<file path="config.mk">
export PLATFORM = sky130hd
export DESIGN_NAME = pc_gen
export DESIGN_NICKNAME = d
export VERILOG_FILES = /design/src/rtl/pc_gen.sv
export SDC_FILE = /design/constraint.sdc
export NUM_CORES = 1
export LEC_CHECK = 0
export CAP_MARGIN = 15
export CORE_UTILIZATION = 23
export CTS_CLUSTER_DIAMETER = 80
export DETAILED_ROUTE_END_ITERATION = 12
export PLACE_DENSITY_LB_ADDON = 0.25
export SLEW_MARGIN = 25
export SYNTH_ARGS = -nofsm -noshare
export SYNTH_HDL_FRONTEND = slang
export SYNTH_SLANG_ARGS = --single-unit
</file>
<file path="constraint.sdc">
create_clock -name clk -period 3.14 [get_ports clk]
set_input_delay 0.471 -clock clk [delete_from_list [all_inputs] [get_ports clk]]
set_output_delay 0.471 -clock clk [all_outputs]
set_load 0.1 [all_outputs]
</file>
<file path="src/rtl/pc_gen.sv">
`timescale 1ns/1ps
// Fetch address generator: sequential group advance, exception/branch redirects
// with an epoch tag, and a FAULT halt for misaligned redirect targets.
module pc_gen #(
  parameter logic [31:0] RESET_VECTOR = 32'hBFC0_0000,
  parameter int          FETCH_WIDTH  = 1,
  parameter int          EPOCH_W      = 2
) (
  input  logic               clk,
  input  logic               rst,
  input  logic               fetch_ready,
  input  logic               exc_valid,
  input  logic [31:0]        exc_target,
  input  logic               br_valid,
  input  logic [31:0]        br_target,
  output logic               pc_valid,
  output logic [31:0]        pc_address,
  output logic [2:0]         fetch_count,
  output logic [EPOCH_W-1:0] epoch,
  output logic               alignment_error
);

  localparam logic [31:0] G_SIZE = 32'(FETCH_WIDTH * 4);
  localparam logic [31:0] G_MASK = G_SIZE - 32'd1;
  localparam logic [2:0]  FW_CNT = 3'(FETCH_WIDTH);

  typedef enum logic [1:0] {BOOT, RUN, FAULT} state_t;

  state_t      state, state_nxt;
  logic        br_take, redirect, accept;
  logic [31:0] redir_target;

  // A branch never leaves FAULT; only an exception does.
  always_comb begin
    br_take      = br_valid && !exc_valid && (state != FAULT);
    redirect     = exc_valid || br_take;
    redir_target = exc_valid ? exc_target : br_target;
    accept       = pc_valid && fetch_ready && !redirect;
  end

  always_ff @(posedge clk or posedge rst) begin
    if (rst) begin
      state <= BOOT;
    end else begin
      state <= state_nxt;
    end
  end

  always_comb begin
    state_nxt = state;
    if (redirect) begin
      state_nxt = (redir_target[1:0] == 2'b00) ? RUN : FAULT;
    end else begin
      case (state)
        BOOT:    state_nxt = (RESET_VECTOR[1:0] == 2'b00) ? RUN : FAULT;
        RUN:     state_nxt = RUN;
        FAULT:   state_nxt = FAULT;
        default: state_nxt = BOOT;
      endcase
    end
  end

  always_comb begin
    pc_valid        = (state == RUN);
    alignment_error = (state == FAULT);
  end

  always_ff @(posedge clk or posedge rst) begin
    if (rst) begin
      pc_address <= RESET_VECTOR;
      epoch      <= '0;
    end else if (redirect) begin
      pc_address <= redir_target;
      epoch      <= epoch + 1'b1;
    end else if (accept) begin
      pc_address <= (pc_address & ~G_MASK) + G_SIZE;
    end
  end

  // Slots remaining from pc_address to the end of its aligned group.
  assign fetch_count = FW_CNT - 3'((pc_address & G_MASK) >> 2);

endmodule

</file>
==> results of run 1 <==
[metrics by stage]
step                      setup WS, ps  instance area [um2]  utilization (%)  std cells
after floorplan                    636                 2580                -        304
after global placement             785                 3640             33.4        530
after detailed placement           652                 3640             33.4        530
after CTS                          971                 3730             34.2        538
after global routing               843                 3730             34.2        538
final                              991                 3730             34.2        538
[power by group]
| part | switching (W) | internal [W] |
|---|---|---|
| logic | 0.000758 | 0.000282 |
| registers | 0.000105 | 0.000546 |
| clock network | 0.000171 | 0.000179 |
| total | 0.00103 | 0.00101 |
[worst paths after layout]
check,from,endpoint,slack [ps],depth (start not counted)
min in group asynchronous,rst,pc_address[21]$_DFFE_PP0P_,620,2
max in group asynchronous,rst,pc_address[29]$_DFFE_PP1P_,1820,3
max reg2reg,state[0]$_DFF_PP0_,pc_address[21]$_DFFE_PP0P_,1030,5
min,state[1]$_DFF_PP0_,state[0]$_DFF_PP0_,530,1
min reg2reg,state[1]$_DFF_PP0_,state[0]$_DFF_PP0_,530,1
max,br_valid,pc_address[22]$_DFFE_PP1P_,990,5
[cells in the mapped netlist (8+ instances only)]
| library cell | n | area (um2) |
|---|---|---|
| sky130_fd_sc_hd__dfstp_2 | 9 | 236 |
| sky130_fd_sc_hd__a21oi_1 | 20 | 100 |
| sky130_fd_sc_hd__o21ai_0 | 14 | 70.1 |
| sky130_fd_sc_hd__nand3_1 | 16 | 80.1 |
| sky130_fd_sc_hd__inv_1 | 12 | 45.0 |
| sky130_fd_sc_hd__nand4_1 | 16 | 100 |
| sky130_fd_sc_hd__dfrtp_1 | 27 | 676 |
| sky130_fd_sc_hd__nor2_1 | 18 | 67.6 |
| sky130_fd_sc_hd__nand2_1 | 25 | 93.8 |
| sky130_fd_sc_hd__xnor2_1 | 10 | 87.6 |
| sky130_fd_sc_hd__a211oi_1 | 9 | 67.6 |
| sky130_fd_sc_hd__nor3_1 | 10 | 50.1 |
| sky130_fd_sc_hd__clkbuf_1 | 15 | 56.3 |
| sky130_fd_sc_hd__and2_1 | 8 | 50.1 |
[flip-flops by register name, indices dropped and copies added, names as in the netlist]
signal	count
epoch	2
pc_address	32
state	2
[cell families after synthesis]
logic type                 after synthesis  share of synthesized area [%]
xor gates and xnor gates                17                           5.77
buffers and inverters                   37                           6.93
and+or+nand+nor                        127                           28.9
muxes                                    3                           1.16
other                                    2                          0.291
DFF                                     36                           35.3
AOI/OAI and AO/OA                       80                           21.1
adders and majority gates                1                          0.485
[layout make-up]
| type | count | share of cell area (%) |
|---|---|---|
| clock buffer | 8 | 2.42 |
| timing repair buffer | 111 | 27.1 |
| sequential | 36 | 24.5 |
| inverter | 12 | 1.21 |
| tap | 140 | 4.70 |
| multi-input combinational | 231 | 40.1 |
[layer usage]
layer / vias to the layer above / wire length (um) / GRT usage, %
met3: 10 / 461 / 2.83
met1: 1311 / 4090 / 20.0
met2: 90 / 4260 / 26.0
met4: 0 / 125 / 5.38
met5: - / 0 / 0
li1: 1290 / - / -
[critical path: cells and delay by family]
family          cells  cell delay (ps)
compound gates      2              320
buf+inv             1              670
simple gates        2              890
==> qor_table.md, run 1 <==
| Stage | Item | Value |
|---|---|---|
| power and ir drop | Leakage dissipation | 1.49 nW |
| place | Detailed placement HPWL | 6650 um |
| synthesis | Post-Syn Instances | 303 |
| sta | Final hold violations | 0 |
| place | Port Buffers | 104 |
| setup path | Critical-path top delay cell | sky130_fd_sc_hd__clkdlybuf4s50_1 |
| floorplan | Chip Height | 108 um |
| synthesis | Sequential cell area fraction in the yosys report | 35.3% |
| drt | Initial DRT Pass Iterations | 4 |
| floorplan | Total number of placement rows | 38 |
| grt | Maximum number of pins on one net before global-route repair | 41 |
| sta | Final setup TNS | 0 ps |
| floorplan | Boundary pin count | 108 |
| synthesis | Synthesis-stage register bit count | 36 |
| drt | Routed wire per std cell | 16.6 um |
| setup path | Critical path's largest stage delay | 670 ps |
| drt | DR vias/cell | 5.02 |
| power and ir drop | Total power of the final layout | 0.00204 W |
| clocking | Total setup buffers inserted after CTS | 0 |
| flow run | Total of max-cap violations | 0 |
| sta | Hold slack final | 528 ps |
| power and ir drop | Highest ir drop seen on vdd | 245 uV |
| drt | Post-Route WL | 8940 um |
| floorplan | Die Outline Area | 11,700 um2 |
| sta | Minimum clock period after layout | 2150 ps |
| setup path | Worst Path Arrival | 2360 ps |
| clocking | Clock tree from TritonCTS | done |
| clocking | Clock edge transition at the registers on the reported setup and hold paths | 80 ps |
| floorplan | Area inside the core boundary | 10,900 um2 |
| synthesis | Number of enable flip-flop cells after synthesis | 0 |
| setup path | Most frequent cell on the critical path | sky130_fd_sc_hd__a211oi_1 |
| sta | Unrepaired setup endpoints after global routing | no |
| grt | Overall fraction of global-route tracks in use | 15.5% |
| clocking | Number of H-tree branching levels | 2 |
| sta | Final worst-path cycle share | 68.4% |
| power and ir drop | Power Density | 548 nW/um2 |
| sta | Achievable clock frequency | 0.465 GHz |
| grt | Via count of the first global-routing pass | 2,691 |
| grt | First-pass GRT wire length | 13,900 um |
| setup path | Cell chain of the critical path | clkdlybuf4s50_1 > and2_1 > and3_1 > a211oi_1 > a211oi_1 |
| synthesis | Most used DFF post-synth | sky130_fd_sc_hd__dfrtp_1 |
| clocking | Clk sink count | 36 |
| finish | NumNets Final | 467 |
| outcome | Run status | completed |
| setup path | Critical Path RT | 3350 ps |
| floorplan | Die width | 108 um |
| synthesis | Synth Warn # | 0 |
| sta | Worst-margin pin slew | 764 ps |
| synthesis | Post-synthesis async set-or-reset flop share | 100% |
| grt | Number of antenna violations at the first check in global routing | 0 |
| clocking | Post-cts gate resize count | 0 |
| clocking | Longest Clk Path Bufs | 2 |
| finish | Commonest cells after routing, fill and taps aside | 67 x sky130_fd_sc_hd__clkdlybuf4s50_1, 42 x sky130_fd_sc_hd__buf_4, 27 x sky130_fd_sc_hd__dfrtp_1 |
| drt | Via total after detailed routing | 2,701 |
| setup path | Setup Crit Path Kind | input port to flip-flop |
| hold path | Path category of the worst min-delay check | flip-flop to flip-flop |
| drt | Number of violations reported at the end of detailed-routing iteration 0 | 125 |
| sta | Final count of negative-setup-slack endpoints | 0 |
| finish | Antenna diode count | 0 |
| setup path | Largest fanout on the critical path | 15 |
| clocking | Number of buffers added to fix hold violations after cts | 0 |
| finish | Share of layout cells above drive strength 1 | 19.1% |
| drt | Count of unresolved DRC violations after routing | 0 |
| sta | Post-route clock skew | 9.16 ps |
| floorplan | Starting density of the core | 23.7% |
| clocking | Buffer type at the clock tree root | sky130_fd_sc_hd__clkbuf_8 |
| setup path | Startpoint Class | input port |
| drt | Number of nets with antenna violations after detailed routing | 0 |
| finish | Area occupied by registers | 912 um2 |
| sta | Final slew viol count | 0 |
| sta | Worst slew margin | 49.0% |
| place | RD Place Congestion | 0.799 |
| synthesis | Number of different library cells in the post-synthesis netlist | 57 |
| finish | Leading cell type in the layout, fill and taps excluded | sky130_fd_sc_hd__clkdlybuf4s50_1 |
| finish | Area of combinational cells with multiple inputs | 1490 um2 |
| clocking | Number of buffers inserted during clock tree synthesis | 5 |
| finish | Area Growth Syn to Fin | 44.4% |
| clocking | Later-pin clock latency in the skew report | 290 ps |
| synthesis | Synthesized area per cell | 8.52 um2 |
| finish | Number of filler instances in the final layout | 1,125 |
| grt | Congestion Overflow GR | 0 |
| synthesis | Post-synth design cell area | 2580 um2 |
| setup path | Type of destination of the critical path | flip-flop |
Note: power is estimated with default switching activity, not from simulation.
==> run 2, diff against run 1 <==
==> constraint.sdc (replaced) <==
create_clock -name clk -period 2 [get_ports clk]
set_input_delay 0.3 -clock clk [delete_from_list [all_inputs] [get_ports clk]]
set_output_delay 0.3 -clock clk [all_outputs]
set_load 0.1 [all_outputs]
==> run 2 against run 1 <==
Against the previous run: critical path depth up 1; clock skew rose by 7.9 ps; first-iteration DRC count down 10%; die area stayed put; register-to-register slack got worse by 800 ps; critical path type is now flip-flop to flip-flop.
==> qor_table.md, run 2 (synthesis gave the netlist of run 1 again) <==
| Stage | Item | Value | vs previous |
|---|---|---|---|
| clocking | Clock tree from TritonCTS | done |  |
| drt | Routed wire per std cell | 16.4 um | -1.2% |
| finish | Non-filler cells, final | 555 | +3.2% |
| setup path | Type of destination of the critical path | flip-flop |  |
| drt | Number of violations reported at the end of detailed-routing iteration 0 | 112 | -10% |
| clocking | Number of buffers added to fix hold violations after cts | 0 | unchanged |
| sta | Final setup TNS | 0 ps | unchanged |
| sta | Final worst-path cycle share | 88.4% |  |
| setup path | Critical Path RT | 2230 ps | -1120 ps |
| sta | Worst-margin pin slew | 512 ps | -252 ps |
| grt | Number of antenna violations at the first check in global routing | 0 | unchanged |
| power and ir drop | Power share of the sequential group | 31.1% | -0.8 points |
| power and ir drop | Internal cell power | 0.00171 W | +70% |
| sta | Final hold violations | 0 | unchanged |
| drt | Post-Route WL | 9110 um | +1.9% |
| grt | Via count of the first global-routing pass | 2,814 | +4.6% |
| floorplan | Total number of placement rows | 38 | unchanged |
| finish | Antenna diode count | 0 | unchanged |
| finish | Area Growth Syn to Fin | 56.8% |  |
| sta | Hold slack final | 424 ps | -104 ps |
| finish | Largest registers | pc_address: 32 flops, epoch: 2 flops, state: 2 flops |  |
| sta | Minimum clock period after layout | 1770 ps |  |
| power and ir drop | Total power of the final layout | 0.00338 W | +65% |
| place | RD Place Congestion | 0.810 | +1.5% |
| clocking | Number of H-tree branching levels | 2 | unchanged |
| power and ir drop | Switching part of the total | 49.4% | -1.3 points |
| clocking | Longest Clk Path Bufs | 2 | unchanged |
| finish | Top reg by flops | pc_address |  |
| floorplan | Area inside the core boundary | 10,900 um2 | unchanged |
| setup path | R2r startpoint | pc_address[23]$_DFFE_PP1P_ |  |
| sta | Worst slew margin | 65.9% | +17 points |
| sta | Final count of negative-setup-slack endpoints | 0 | unchanged |
| finish | Share of layout cells above drive strength 1 | 28.2% | +9.1 points |
| drt | Initial DRT Pass Iterations | 4 | unchanged |
| finish | Leading cell type in the layout, fill and taps excluded | sky130_fd_sc_hd__clkdlybuf4s50_1 |  |
| power and ir drop | Reported net switching power | 0.00167 W | +61% |
| clocking | Number of buffers inserted during clock tree synthesis | 5 | unchanged |
| finish | Commonest cells after routing, fill and taps aside | 67 x sky130_fd_sc_hd__clkdlybuf4s50_1, 48 x sky130_fd_sc_hd__buf_4, 25 x sky130_fd_sc_hd__nand2_1 |  |
| power and ir drop | Highest ir drop seen on vdd | 432 uV | +76% |
| outcome | Run status | completed |  |
| place | Placed instance count | 547 | +3.2% |
| drt | Number of nets with antenna violations after detailed routing | 0 | unchanged |
| grt | Overall fraction of global-route tracks in use | 16.4% | +0.86 points |
| floorplan | Starting density of the core | 23.7% | unchanged |
| sta | Final slew viol count | 0 | unchanged |
| drt | Via total after detailed routing | 2,759 | +2.1% |
| place | Detailed placement HPWL | 6850 um | +3.1% |
| clocking | Clk sink count | 36 | unchanged |
| setup path | Largest fanout on the critical path | 7 | -8 |
| power and ir drop | Leakage dissipation | 1.59 nW | +7.1% |
| grt | First-pass GRT wire length | 14,700 um | +5.8% |
| clocking | Clock edge transition at the registers on the reported setup and hold paths | 90 ps | about the same |
| setup path | Worst Path Arrival | 1990 ps | -370 ps |
| power and ir drop | Fraction of power consumed by the clock network | 17.1% | about the same |
| drt | DR vias/cell | 4.97 | -0.98% |
| floorplan | Die Outline Area | 11,700 um2 | unchanged |
| finish | Max FFs per register | 32 | unchanged |
| power and ir drop | Power Density | 835 nW/um2 | +52% |
| clocking | Buffer type at the clock tree root | sky130_fd_sc_hd__clkbuf_8 |  |
| sta | Post-route clock skew | 17.1 ps | +7.89 ps |
| grt | Maximum number of pins on one net before global-route repair | 37 | -9.8% |
| setup path | Launch point of the critical path | pc_address[23]$_DFFE_PP1P_ |  |
| power and ir drop | Portion of total power attributed to combinational logic | 51.8% | +0.9 points |
| finish | Utilization of the core after routing | 37.2% | +2.9 points |
| floorplan | Chip Height | 108 um | unchanged |
| setup path | Startpoint Class | flip-flop |  |
| place | Port Buffers | 104 | unchanged |
| setup path | Setup Crit Path Kind | flip-flop to flip-flop |  |
| flow run | Total of max-cap violations | 0 | unchanged |
| clocking | Later-pin clock latency in the skew report | 300 ps | about the same |
| finish | NumNets Final | 484 | +3.6% |
| grt | Congestion Overflow GR | 0 | unchanged |
| floorplan | Die width | 108 um | unchanged |
| floorplan | Boundary pin count | 108 | unchanged |
| sta | Unrepaired setup endpoints after global routing | no |  |
| drt | Count of unresolved DRC violations after routing | 0 | unchanged |
| hold path | Path category of the worst min-delay check | input port to async pin |  |
| sta | Achievable clock frequency | 0.566 GHz |  |
[run 2: cell type report]
class / count / area [um2]
clock buffer: 7 / 86.3
clock inverter: 1 / 7.51
fill: 1112 / 6840
inverter: 12 / 45.0
multi-input combinational: 231 / 1500
sequential: 36 / 956
tap: 140 / 175
timing repair buffer: 128 / 1280
[run 2: worst paths after layout]
| check | end | slack, ps | cells after the start |
|---|---|---|---|
| min in group clk | epoch[1]$_DFFE_PP0N_ | 480 | 1 |
| min reg2reg | epoch[1]$_DFFE_PP0N_ | 480 | 1 |
| max in group asynchronous | pc_address[4]$_DFFE_PP0P_ | 1170 | 3 |
| max reg2reg | pc_address[28]$_DFFE_PP1P_ | 230 | 6 |
| max | pc_address[28]$_DFFE_PP1P_ | 230 | 6 |
| min | epoch[1]$_DFFE_PP0N_ | 420 | 3 |
[run 2: worst max-delay path: stages, from the launching register on]
cell and delay, ps:
sky130_fd_sc_hd__dfstp_4 660, sky130_fd_sc_hd__and4_1 220, sky130_fd_sc_hd__and3_2 290, sky130_fd_sc_hd__buf_4 160, sky130_fd_sc_hd__nand3_1 70, sky130_fd_sc_hd__o21ai_0 200
sky130_fd_sc_hd__a2bb2oi_1 90
[run 2: power by group through the flow]
stage	Combinational [W]	Clock [W]	Sequential, W
floorplan	0.000447	0	0.00179
global placement	0.00176	0	0.00106
detailed placement	0.00176	0	0.00106
CTS	0.00176	0.000598	0.00105
global route	0.00184	0.000632	0.00107
finish	0.00175	0.000578	0.00105
[run 2: metal layers]
metal	global-route usage, %	up-vias	wire [um]
li1	-	1326	-
met1	21.8	1312	4130
met2	26.6	107	4260
met3	3.07	14	543
met4	5.48	0	180
met5	0	-	0
[run 2: timing repair]
| action | 4_1_cts | 5_1_grt |
|---|---|---|
| setup buffers | 0 | 0 |
| setup endpoints to repair | 0 | 1 |
| gates resized for setup | 0 | 1 |
[run 2: stage by stage]
step | area, um2 | setup WS [ps]
final | 4050 | 232
after global routing | 4050 | 96.1
after CTS | 4050 | 145
after detailed placement | 3950 | -15.6
after global placement | 3950 | 83.3
after floorplan | 2640 | 5.03
==> run 3, diff against run 2 <==
--- a/config.mk
+++ b/config.mk
@@ -6,10 +6,12 @@
 export NUM_CORES = 1
 export LEC_CHECK = 0
 export CAP_MARGIN = 15
+export CORE_ASPECT_RATIO = 0.9
 export CORE_UTILIZATION = 23
 export CTS_CLUSTER_DIAMETER = 80
 export DETAILED_ROUTE_END_ITERATION = 12
 export PLACE_DENSITY_LB_ADDON = 0.25
+export SKIP_CTS_REPAIR_TIMING = 1
 export SLEW_MARGIN = 25
 export SYNTH_ARGS = -nofsm -noshare
 export SYNTH_HDL_FRONTEND = slang
==> constraint.sdc (replaced) <==
create_clock -name clk -period 1.8 [get_ports clk]
set_input_delay 0.27 -clock clk [delete_from_list [all_inputs] [get_ports clk]]
set_output_delay 0.27 -clock clk [all_outputs]
set_load 0.1 [all_outputs]
==> run 3 against run 2 <==
Against the previous run: register-to-register slack lost 130 ps; clock-buffer cell count increased by 1; critical path depth did not move; power rose by 29%; clock skew fell by 10 ps; worst hold slack worse by 87 ps; sequential power up 14%; via count up 0.98%; sequential cell count unchanged; routed wire length rose by 0.93%; critical endpoint is now pc_address[22]$_DFFE_PP1P_; cell count increased by 4.9%; maximum frequency increased by 4.1%.
==> qor_table.md, run 3 (synthesis gave the netlist of run 1 again) <==
| Stage | Item | Value | vs previous |
|---|---|---|---|
| outcome | Run status | completed |  |
| finish | Non-filler cells, final | 582 | +4.9% |
| finish | Max FFs per register | 32 | unchanged |
| grt | Number of antenna violations at the first check in global routing | 0 | unchanged |
| place | Detailed placement HPWL | 7190 um | +4.9% |
| floorplan | Die width | 114 um | +5.3% |
| sta | Unrepaired setup endpoints after global routing | yes |  |
| finish | Number of filler instances in the final layout | 1,077 | -3.1% |
| clocking | Longest Clk Path Bufs | 2 | unchanged |
| setup path | Startpoint Class | flip-flop |  |
| sta | Final hold violations | 0 | unchanged |
| finish | NumNets Final | 499 | +3.1% |
| sta | Post-route clock skew | 6.86 ps | -10.2 ps |
| clocking | Number of buffers inserted during clock tree synthesis | 5 | unchanged |
| sta | Final worst-path cycle share | 94.4% | +6.0 points |
| floorplan | Die Outline Area | 11,700 um2 | about the same |
| finish | Commonest cells after routing, fill and taps aside | 67 x sky130_fd_sc_hd__clkdlybuf4s50_1, 39 x sky130_fd_sc_hd__buf_4, 36 x sky130_fd_sc_hd__buf_12 |  |
| place | Cell Area, Placed | 4460 um2 | +13% |
| grt | First-pass GRT wire length | 14,600 um | -0.61% |
| setup path | R2r startpoint | pc_address[15]$_DFFE_PP0P_ |  |
| floorplan | Total number of placement rows | 36 | -5.3% |
| clocking | Clock tree from TritonCTS | done |  |
| place | Pre-CTS WS | -98.2 ps | -82.6 ps |
| clocking | Number of H-tree branching levels | 2 | unchanged |
| flow run | Total of max-cap violations | 0 | unchanged |
| finish | Top reg by flops | pc_address |  |
| drt | Number of violations reported at the end of detailed-routing iteration 0 | 120 | +7.1% |
| setup path | Number of cells traversed by the worst register-to-register path | 6 | unchanged |
| floorplan | Area inside the core boundary | 10,900 um2 | -0.30% |
| sta | Achievable clock frequency | 0.589 GHz | +4.1% |
| sta | Minimum clock period after layout | 1700 ps | -69.2 ps |
| drt | Initial DRT Pass Iterations | 4 | unchanged |
| setup path | Largest fanout on the critical path | 17 | +10 |
| floorplan | Starting density of the core | 23.8% | +0.071 points |
| setup path | Critical Path RT | 2010 ps | -220 ps |
| drt | Via total after detailed routing | 2,786 | +0.98% |
| grt | Maximum number of pins on one net before global-route repair | 31 | -16% |
| place | Port Buffers | 104 | unchanged |
| place | Placed instance count | 574 | +4.9% |
| grt | Congestion Overflow GR | 0 | unchanged |
| power and ir drop | Leakage dissipation | 1.80 nW | +13% |
| grt | Overall fraction of global-route tracks in use | 16.2% | -0.18 points |
| power and ir drop | Power Density | 946 nW/um2 | +13% |
| drt | Routed wire per std cell | 15.8 um | -3.7% |
| finish | Largest registers | pc_address: 32 flops, epoch: 2 flops, state: 2 flops |  |
| drt | Number of nets with antenna violations after detailed routing | 0 | unchanged |
| grt | Via count of the first global-routing pass | 2,783 | -1.1% |
| clocking | Clock edge transition at the registers on the reported setup and hold paths | 60 ps | -30 ps |
| place | RD Place Congestion | 0.830 | +2.4% |
| drt | DR vias/cell | 4.79 | -3.7% |
| drt | Count of unresolved DRC violations after routing | 0 | unchanged |
| setup path | Setup slack, reg-to-reg | 100 ps | -130 ps |
| sta | Post-route worst setup slack | 101 ps | -131 ps |
| sta | Final slew viol count | 0 | unchanged |
| setup path | Setup Crit Path Kind | flip-flop to flip-flop |  |
| setup path | Worst Path Arrival | 1910 ps | -80 ps |
| setup path | Type of destination of the critical path | flip-flop |  |
| finish | Leading cell type in the layout, fill and taps excluded | sky130_fd_sc_hd__clkdlybuf4s50_1 |  |
| sta | Final count of negative-setup-slack endpoints | 0 | unchanged |
| setup path | Terminus of the critical flop-to-flop path | pc_address[22]$_DFFE_PP1P_ |  |
| finish | Antenna diode count | 0 | unchanged |
| clocking | Later-pin clock latency in the skew report | 280 ps | -20 ps |
| setup path | Last element of the critical path | pc_address[22]$_DFFE_PP1P_ |  |
| drt | Post-Route WL | 9200 um | +0.93% |
| floorplan | Boundary pin count | 108 | unchanged |
| power and ir drop | Total power of the final layout | 0.00436 W | +29% |
| power and ir drop | Highest ir drop seen on vdd | 416 uV | -3.7% |
| clocking | Buffer type at the clock tree root | sky130_fd_sc_hd__clkbuf_16 |  |
| finish | Share of layout cells above drive strength 1 | 31.6% | +3.4 points |
| floorplan | Chip Height | 103 um | -5.0% |
| clocking | Clk sink count | 36 | unchanged |
| setup path | Launch point of the critical path | pc_address[15]$_DFFE_PP0P_ |  |
| hold path | Path category of the worst min-delay check | input port to async pin |  |
| finish | Area Growth Syn to Fin | 78.5% |  |
| finish | Final design instance area without fill | 4610 um2 | +14% |
## run 3: worst max-delay path: stages, from the launching register on
cell	delay, ps
sky130_fd_sc_hd__dfrtp_4	460
sky130_fd_sc_hd__nand4_1	170
sky130_fd_sc_hd__nor4_4	340
sky130_fd_sc_hd__buf_12	190
sky130_fd_sc_hd__nand4_1	110
sky130_fd_sc_hd__a221oi_1	280
sky130_fd_sc_hd__a211oi_1	70
## run 3: how the worst min path moves through the flow
stage                            endpoint  cells past startpoint
5_1_grt        pc_address[30]$_DFFE_PP0P_                      3
2_1_floorplan  pc_address[15]$_DFFE_PP0P_                      2
3_5_place_dp         epoch[1]$_DFFE_PP0N_                      1
3_3_place_gp           state[0]$_DFF_PP0_                      1
4_1_cts        pc_address[30]$_DFFE_PP0P_                      3
6_report       pc_address[20]$_DFFE_PP0P_                      3
## run 3: metrics by stage
| step | hold WS, ps | TNS [ps] | util, % |
|---|---|---|---|
| CTS | 348 | 0 | 42.4 |
| detailed placement | 525 | -568 | 41.0 |
| global route | 371 | -8.47 | 42.5 |
| floorplan | 389 | -220 | - |
| global placement | 515 | -344 | 41.0 |
| finish | 338 | 0 | 42.5 |
## run 3: layer usage
layer	GRT usage (%)	vias to the layer above	share of wire [%]
met5	0	-	0
met4	4.05	0	1.3
met3	3.06	10	7.3
met2	25.9	113	45
met1	22.6	1306	46
li1	-	1357	-
## run 3: layout make-up
cell class | instances | area (um2) | share of cell area, %
Timing Repair Buffer | 143 | 1690 | 36.7
Multi-Input combinational cell | 231 | 1540 | 33.5
Sequential cell | 36 | 996 | 21.6
Tap cell | 152 | 190 | 4.13
Clock buffer | 8 | 146 | 3.18
Inverter | 12 | 45.0 | 0.977
## run 3: report_power, final
group	switching, W	total [W]	internal [W]
Combinational	0.00138	0.00226	0.000872
Sequential	0.000205	0.00120	0.000999
Clock	0.000346	0.000899	0.000553
